### src/rtl/adc_frame_packer_if.sv
// adc_frame_packer_if: byte stream handshake toward the UART transmitter
interface adc_frame_packer_if;
    logic [7:0] tx_data;
    logic       tx_valid;
    logic       tx_ready;
    modport master(output tx_data, tx_valid, input tx_ready);
    modport slave(input tx_data, tx_valid, output tx_ready);
endinterface

### src/rtl/adc_frame_packer.sv
// adc_frame_packer: packs I/U sample pairs into 8-byte checksummed frames for the UART
module adc_frame_packer #(
    parameter int         WIDTH = 16,
    parameter logic [7:0] SYNC0 = 8'hA5,
    parameter logic [7:0] SYNC1 = 8'h5A
) (
    input  logic                 clk,
    input  logic                 rst,
    input  logic                 word_clk,
    input  logic [WIDTH-1:0]     data_i,
    input  logic [WIDTH-1:0]     data_u,
    adc_frame_packer_if.master   tx,
    output logic                 busy,
    output logic [7:0]           drop_cnt
);
    typedef enum logic {IDLE, SEND} state_t;
    state_t      state, state_n;
    logic        wc_q, wc_edge, pend_full, load, hs, last;
    logic [15:0] ext_i, ext_u, pend_i, pend_u, frm_i, frm_u;
    logic [7:0]  seq, seq_n, frm_chk;
    logic [2:0]  idx;
    logic [63:0] frm_bytes;

    assign ext_i     = 16'(signed'(data_i));
    assign ext_u     = 16'(signed'(data_u));
    assign wc_edge   = word_clk & ~wc_q;
    assign hs        = tx.tx_valid & tx.tx_ready;
    assign last      = hs && idx == 3'd7;
    // seq as it will read after this cycle, so a back-to-back load checksums the new number
    assign seq_n     = last ? seq + 8'd1 : seq;
    assign frm_bytes = {frm_chk, frm_u[7:0], frm_u[15:8], frm_i[7:0], frm_i[15:8], seq, SYNC1, SYNC0};
    assign tx.tx_valid = state == SEND;
    assign busy        = state == SEND;
    assign tx.tx_data  = state == SEND ? frm_bytes[{idx, 3'b000} +: 8] : 8'h00;

    always_comb begin
        load    = pend_full & (state == IDLE | last);
        state_n = state == IDLE ? (pend_full ? SEND : IDLE) : (last & ~pend_full ? IDLE : SEND);
    end

    always_ff @(posedge clk or posedge rst)
        if (rst) state <= IDLE;
        else     state <= state_n;

    always_ff @(posedge clk or posedge rst) begin
        if (rst) begin
            wc_q      <= 1'b0;
            pend_full <= 1'b0;
            pend_i    <= '0;
            pend_u    <= '0;
            frm_i     <= '0;
            frm_u     <= '0;
            frm_chk   <= '0;
            seq       <= '0;
            idx       <= '0;
            drop_cnt  <= '0;
        end else begin
            wc_q <= word_clk;
            if (wc_edge & (~pend_full | load)) begin
                pend_i    <= ext_i;
                pend_u    <= ext_u;
                pend_full <= 1'b1;
            end else if (load) begin
                pend_full <= 1'b0;
            end
            if (wc_edge & pend_full & ~load & drop_cnt != 8'hFF) drop_cnt <= drop_cnt + 8'd1;
            if (last) seq <= seq + 8'd1;
            if (load) begin
                frm_i   <= pend_i;
                frm_u   <= pend_u;
                frm_chk <= seq_n ^ pend_i[15:8] ^ pend_i[7:0] ^ pend_u[15:8] ^ pend_u[7:0];
                idx     <= '0;
            end else if (hs) begin
                idx <= idx + 3'd1;
            end
        end
    end
endmodule
### src/flat_wrapper.sv
// flat-port wrapper written by rule: the top's interface ports become plain ports
module adc_frame_packer_flat 
#(
    parameter int         WIDTH = 16,
    parameter logic [7:0] SYNC0 = 8'hA5,
    parameter logic [7:0] SYNC1 = 8'h5A
)
  (clk, rst, word_clk, data_i, data_u, busy, drop_cnt, tx_tx_data, tx_tx_valid, tx_tx_ready);
  adc_frame_packer_if tx_i ();
  input  logic clk;
  input  logic rst;
  input  logic word_clk;
  input  logic [WIDTH-1:0] data_i;
  input  logic [WIDTH-1:0] data_u;
  output logic busy;
  output logic [7:0] drop_cnt;
  output wire logic [$bits(tx_i.tx_data)-1:0] tx_tx_data;
  output wire logic [$bits(tx_i.tx_valid)-1:0] tx_tx_valid;
  input wire logic [$bits(tx_i.tx_ready)-1:0] tx_tx_ready;
  assign tx_tx_data = tx_i.tx_data;
  assign tx_tx_valid = tx_i.tx_valid;
  assign tx_i.tx_ready = tx_tx_ready;
  adc_frame_packer #(.WIDTH(WIDTH), .SYNC0(SYNC0), .SYNC1(SYNC1)) u_core (.clk(clk), .rst(rst), .word_clk(word_clk), .data_i(data_i), .data_u(data_u), .tx(tx_i), .busy(busy), .drop_cnt(drop_cnt));
endmodule
### config.mk
export PLATFORM = sky130hd
export DESIGN_NAME = adc_frame_packer_flat
export DESIGN_NICKNAME = d
export VERILOG_FILES = /design/src/rtl/adc_frame_packer_if.sv /design/src/rtl/adc_frame_packer.sv /design/src/flat_wrapper.sv
export SDC_FILE = /design/constraint.sdc
export NUM_CORES = 1
export LEC_CHECK = 0
export CAP_MARGIN = 10
export CORE_MARGIN = 1.5
export CORE_UTILIZATION = 56
export DETAILED_ROUTE_END_ITERATION = 6
export GPL_ROUTABILITY_DRIVEN = 0
export PLACE_DENSITY = 0.85
export SLEW_MARGIN = 0
export SYNTH_ARGS = -nofsm -noshare
export SYNTH_HDL_FRONTEND = slang
export SYNTH_SLANG_ARGS = --single-unit
### constraint.sdc
create_clock -name clk -period 3.5 [get_ports clk]
set_input_delay 0.7 -clock clk [delete_from_list [all_inputs] [get_ports clk]]
set_output_delay 0.7 -clock clk [all_outputs]
set_load 0.02 [all_outputs]
==> impl_metrics.json <==
{
  "drc": 0,
  "power.density_nw_per_um2": 918,
  "clock_skew_ps": 8.22,
  "ys_types": 35,
  "core_area_sq_um": 7730,
  "synth_area_leader_cell": "dfrtp_1",
  "grt_pass1_vias": 3155,
  "vias": 3094,
  "worstPathArrival_ps": 2410,
  "yosysTopAreaCellShare": 0.524,
  "rows": 32,
  "syn_to_final_growth_pct": 19.8,
  "overflow": 0,
  "maxCapViolCount": 0,
  "wl_per_cell_um": 15.5,
  "netlist_area_sq_um": 4490,
  "layout.nets": 494,
  "clk_path_buf_depth": 2,
  "clk_latency_ps": 360,
  "numPortBuffers": 53,
  "diodes": 0,
  "rsz0062_at_grt": "no",
  "grt_pass1_wl_mm": 14.9,
  "outcome": "finished, final reports clean",
  "nFillCells": 556,
  "htree_levels": 3,
  "post_synth.cell_area_avg_sq_um": 11.2,
  "seqCellArea_sq_um": 2350,
  "totalWireLength_mm": 8.71,
  "cts_made_buffers": 9,
  "synth_edf_count": 0,
  "finalSetupViolations": 0,
  "cp-start-kind": "flop",
  "postSynthNetCount": 441,
  "hp-class": "flop to flop",
  "slew_headroom": 0.478,
  "start_util": 0.581,
  "ir_worst_vdd_v": 0.000562,
  "ys_warn_count": 0,
  "track_usage": 0.225,
  "clock-sinks": 94,
  "path_max_fanout": 23,
  "synth-seq-cells": 94,
  "async_flop_share": 1.00,
  "final_cells": 560,
  "synthFlopType": "dfrtp_1",
  "tightest_slew_ps": 782,
  "hold_slack_ps": 484,
  "fin_crit_ps": 3110,
  "fin_tns_setup_ps": 0,
  "cp.required_ps": 2800,
  "drv_slew": 0,
  "postRouteAntennaNets": 0,
  "drt_first_iter_violations": 160,
  "die_h_um": 92.6,
  "leakagePower_nw": 2.42,
  "postCtsHoldBufs": 0,
  "period_share": 0.888,
  "dr.pass1.iters": 4,
  "hpwl_mm": 5.72,
  "synth_cells": 401,
  "viasPerCell": 5.53,
  "cts.clk_slew.worst_paths_ps": 90,
  "path_class": "flop to primary output",
  "multi_input_area_sq_um": 2040,
  "synth_area_leaders": "dfrtp_1, mux2_2, nand2_1",
  "cts_resized": 0,
  "dp.cells": 545,
  "finalHoldViolations": 0,
  "fmax_mhz": 322,
  "fp.dieArea_sq_um": 8570,
  "cts-root-buf": "clkbuf_8",
  "worst_slack_ps": 393,
  "ys_seq_area_frac": 0.524,
  "antenna_found_initial": 0,
  "dp_slack_ps": 584,
  "die_w_um": 92.6,
  "total_power_mw": 4.94,
  "grt_max_degree": 45,
  "io-pin-count": 54,
  "cts_tree": "done",
  "endpoint_kind": "primary output",
  "cts_setup_buffers": 0,
  "layout-drive-gt1-share": 0.164
}
-- cells in the mapped netlist (6+ instances only) --
cell      number
nand2b_1       8
nand3_1        7
dfrtp_1       94
buf_2          7
clkbuf_1       9
xnor2_1       32
inv_1          8
nor2_1         9
a21oi_1       16
mux2_2        37
nand2_1      107
mux4_2         8
o21ai_0        6
mux2_1         8
-- flip-flops by register name, summed over array words and instances, names as in the netlist, 3 cells and up --
name             flops
u_core.frm_i        16
u_core.frm_chk       8
u_core.seq           8
u_core.idx           3
u_core.drop_cnt      8
u_core.frm_u        16
u_core.pend_u       16
u_core.pend_i       16
-- metrics by stage --
stage,cell area (sq um),util
2_1_floorplan,4490,-
3_3_place_gp,5160,0.668
3_5_place_dp,5160,0.668
4_1_cts,5380,0.697
5_1_grt,5380,0.697
6_report,5380,0.697
-- worst max-delay path, cell delays in order (launching register included) --
cell	delay, ps
dfrtp_2	680
a21oi_1	130
a311oi_1	270
a21oi_1	90
nor2b_1	220
clkdlybuf4s50_1	640
-- report_power, final --
group	switching, mW	internal, mW	leakage [nW]	total, mW
logic	0.922	1.23	1.13	2.15
registers	0.442	1.55	1.17	1.99
clock network	0.364	0.435	0.115	0.799
total	1.73	3.21	2.42	4.94
-- layout by cell type (no fill, tap or decap), types with 2 or more instances in the layout --
master,Yosys,layout
nand2_1,107,107
dfrtp_1,94,93
clkdlybuf4s50_1,0,53
mux2_2,37,37
xnor2_1,32,32
a21oi_1,16,15
clkbuf_8,0,11
nor2_1,9,9
nand2b_1,8,8
mux2_1,8,8
mux4_2,8,8
inv_1,8,7
nand3_1,7,7
o21ai_0,6,6
xnor3_1,5,5
xor2_1,5,5
buf_4,1,5
nand4_1,4,4
a311oi_1,4,4
nor2b_1,4,4
o211a_1,4,4
ha_1,4,4
clkinv_2,0,3
a31oi_1,2,2
bufinv_16,0,2
buf_12,0,2
-- layer usage --
| metal | share of wire | up-vias | routed length (um) | track usage |
|---|---|---|---|---|
| met2 | 0.51 | 73 | 4420 | 0.386 |
| li1 | - | 1454 | - | - |
| met1 | 0.44 | 1559 | 3850 | 0.285 |
| met4 | 0.0096 | 0 | 84 | 0.0603 |
| met5 | 0 | - | 0 | 0 |
| met3 | 0.040 | 8 | 346 | 0.0534 |
-- final cells by class --
| class | count | share of cell area |
|---|---|---|
| Tap cell | 102 | 0.0237 |
| Timing Repair Buffer | 60 | 0.113 |
| Sequential cell | 94 | 0.437 |
| Clock buffer | 11 | 0.0281 |
| Multi-Input combinational cell | 281 | 0.379 |
| Inverter | 8 | 0.00581 |
| Clock inverter | 4 | 0.0130 |
-- path summary, 6_finish.rpt --
path	to	cells after the start	slack, ps	start
setup / recovery	tx_tx_data[1]	5	390	u_core.idx[1]$_DFFE_PP0P_
hold / removal	u_core.frm_i[2]$_DFFE_PP0P_	2	480	u_core.frm_i[2]$_DFFE_PP0P_
setup reg to reg	u_core.drop_cnt[7]$_DFFE_PP0P_	6	990	u_core.idx[1]$_DFFE_PP0P_
hold reg to reg	u_core.frm_i[2]$_DFFE_PP0P_	2	480	u_core.frm_i[2]$_DFFE_PP0P_
max in group asynchronous	u_core.frm_u[11]$_DFFE_PP0P_	3	1990	rst
min in group asynchronous	u_core.pend_u[2]$_DFFE_PP0P_	2	760	rst
-- cells by family (layout without fill, tap and decap cells) --
| kind of cell | count (synthesis) | count (layout) | synth area share |
|---|---|---|---|
| AO/OA/AOI/OAI | 35 | 35 | 0.0496 |
| XOR/XNOR | 42 | 42 | 0.0972 |
| adder cells (fa/ha/maj) | 4 | 4 | 0.0111 |
| buffers and inverters | 26 | 83 | 0.0245 |
| flip-flops | 94 | 94 | 0.524 |
| multiplexers | 53 | 53 | 0.153 |
| AND/OR/NAND/NOR | 147 | 147 | 0.141 |
No activity file was read; power rests on OpenSTA's default activity.
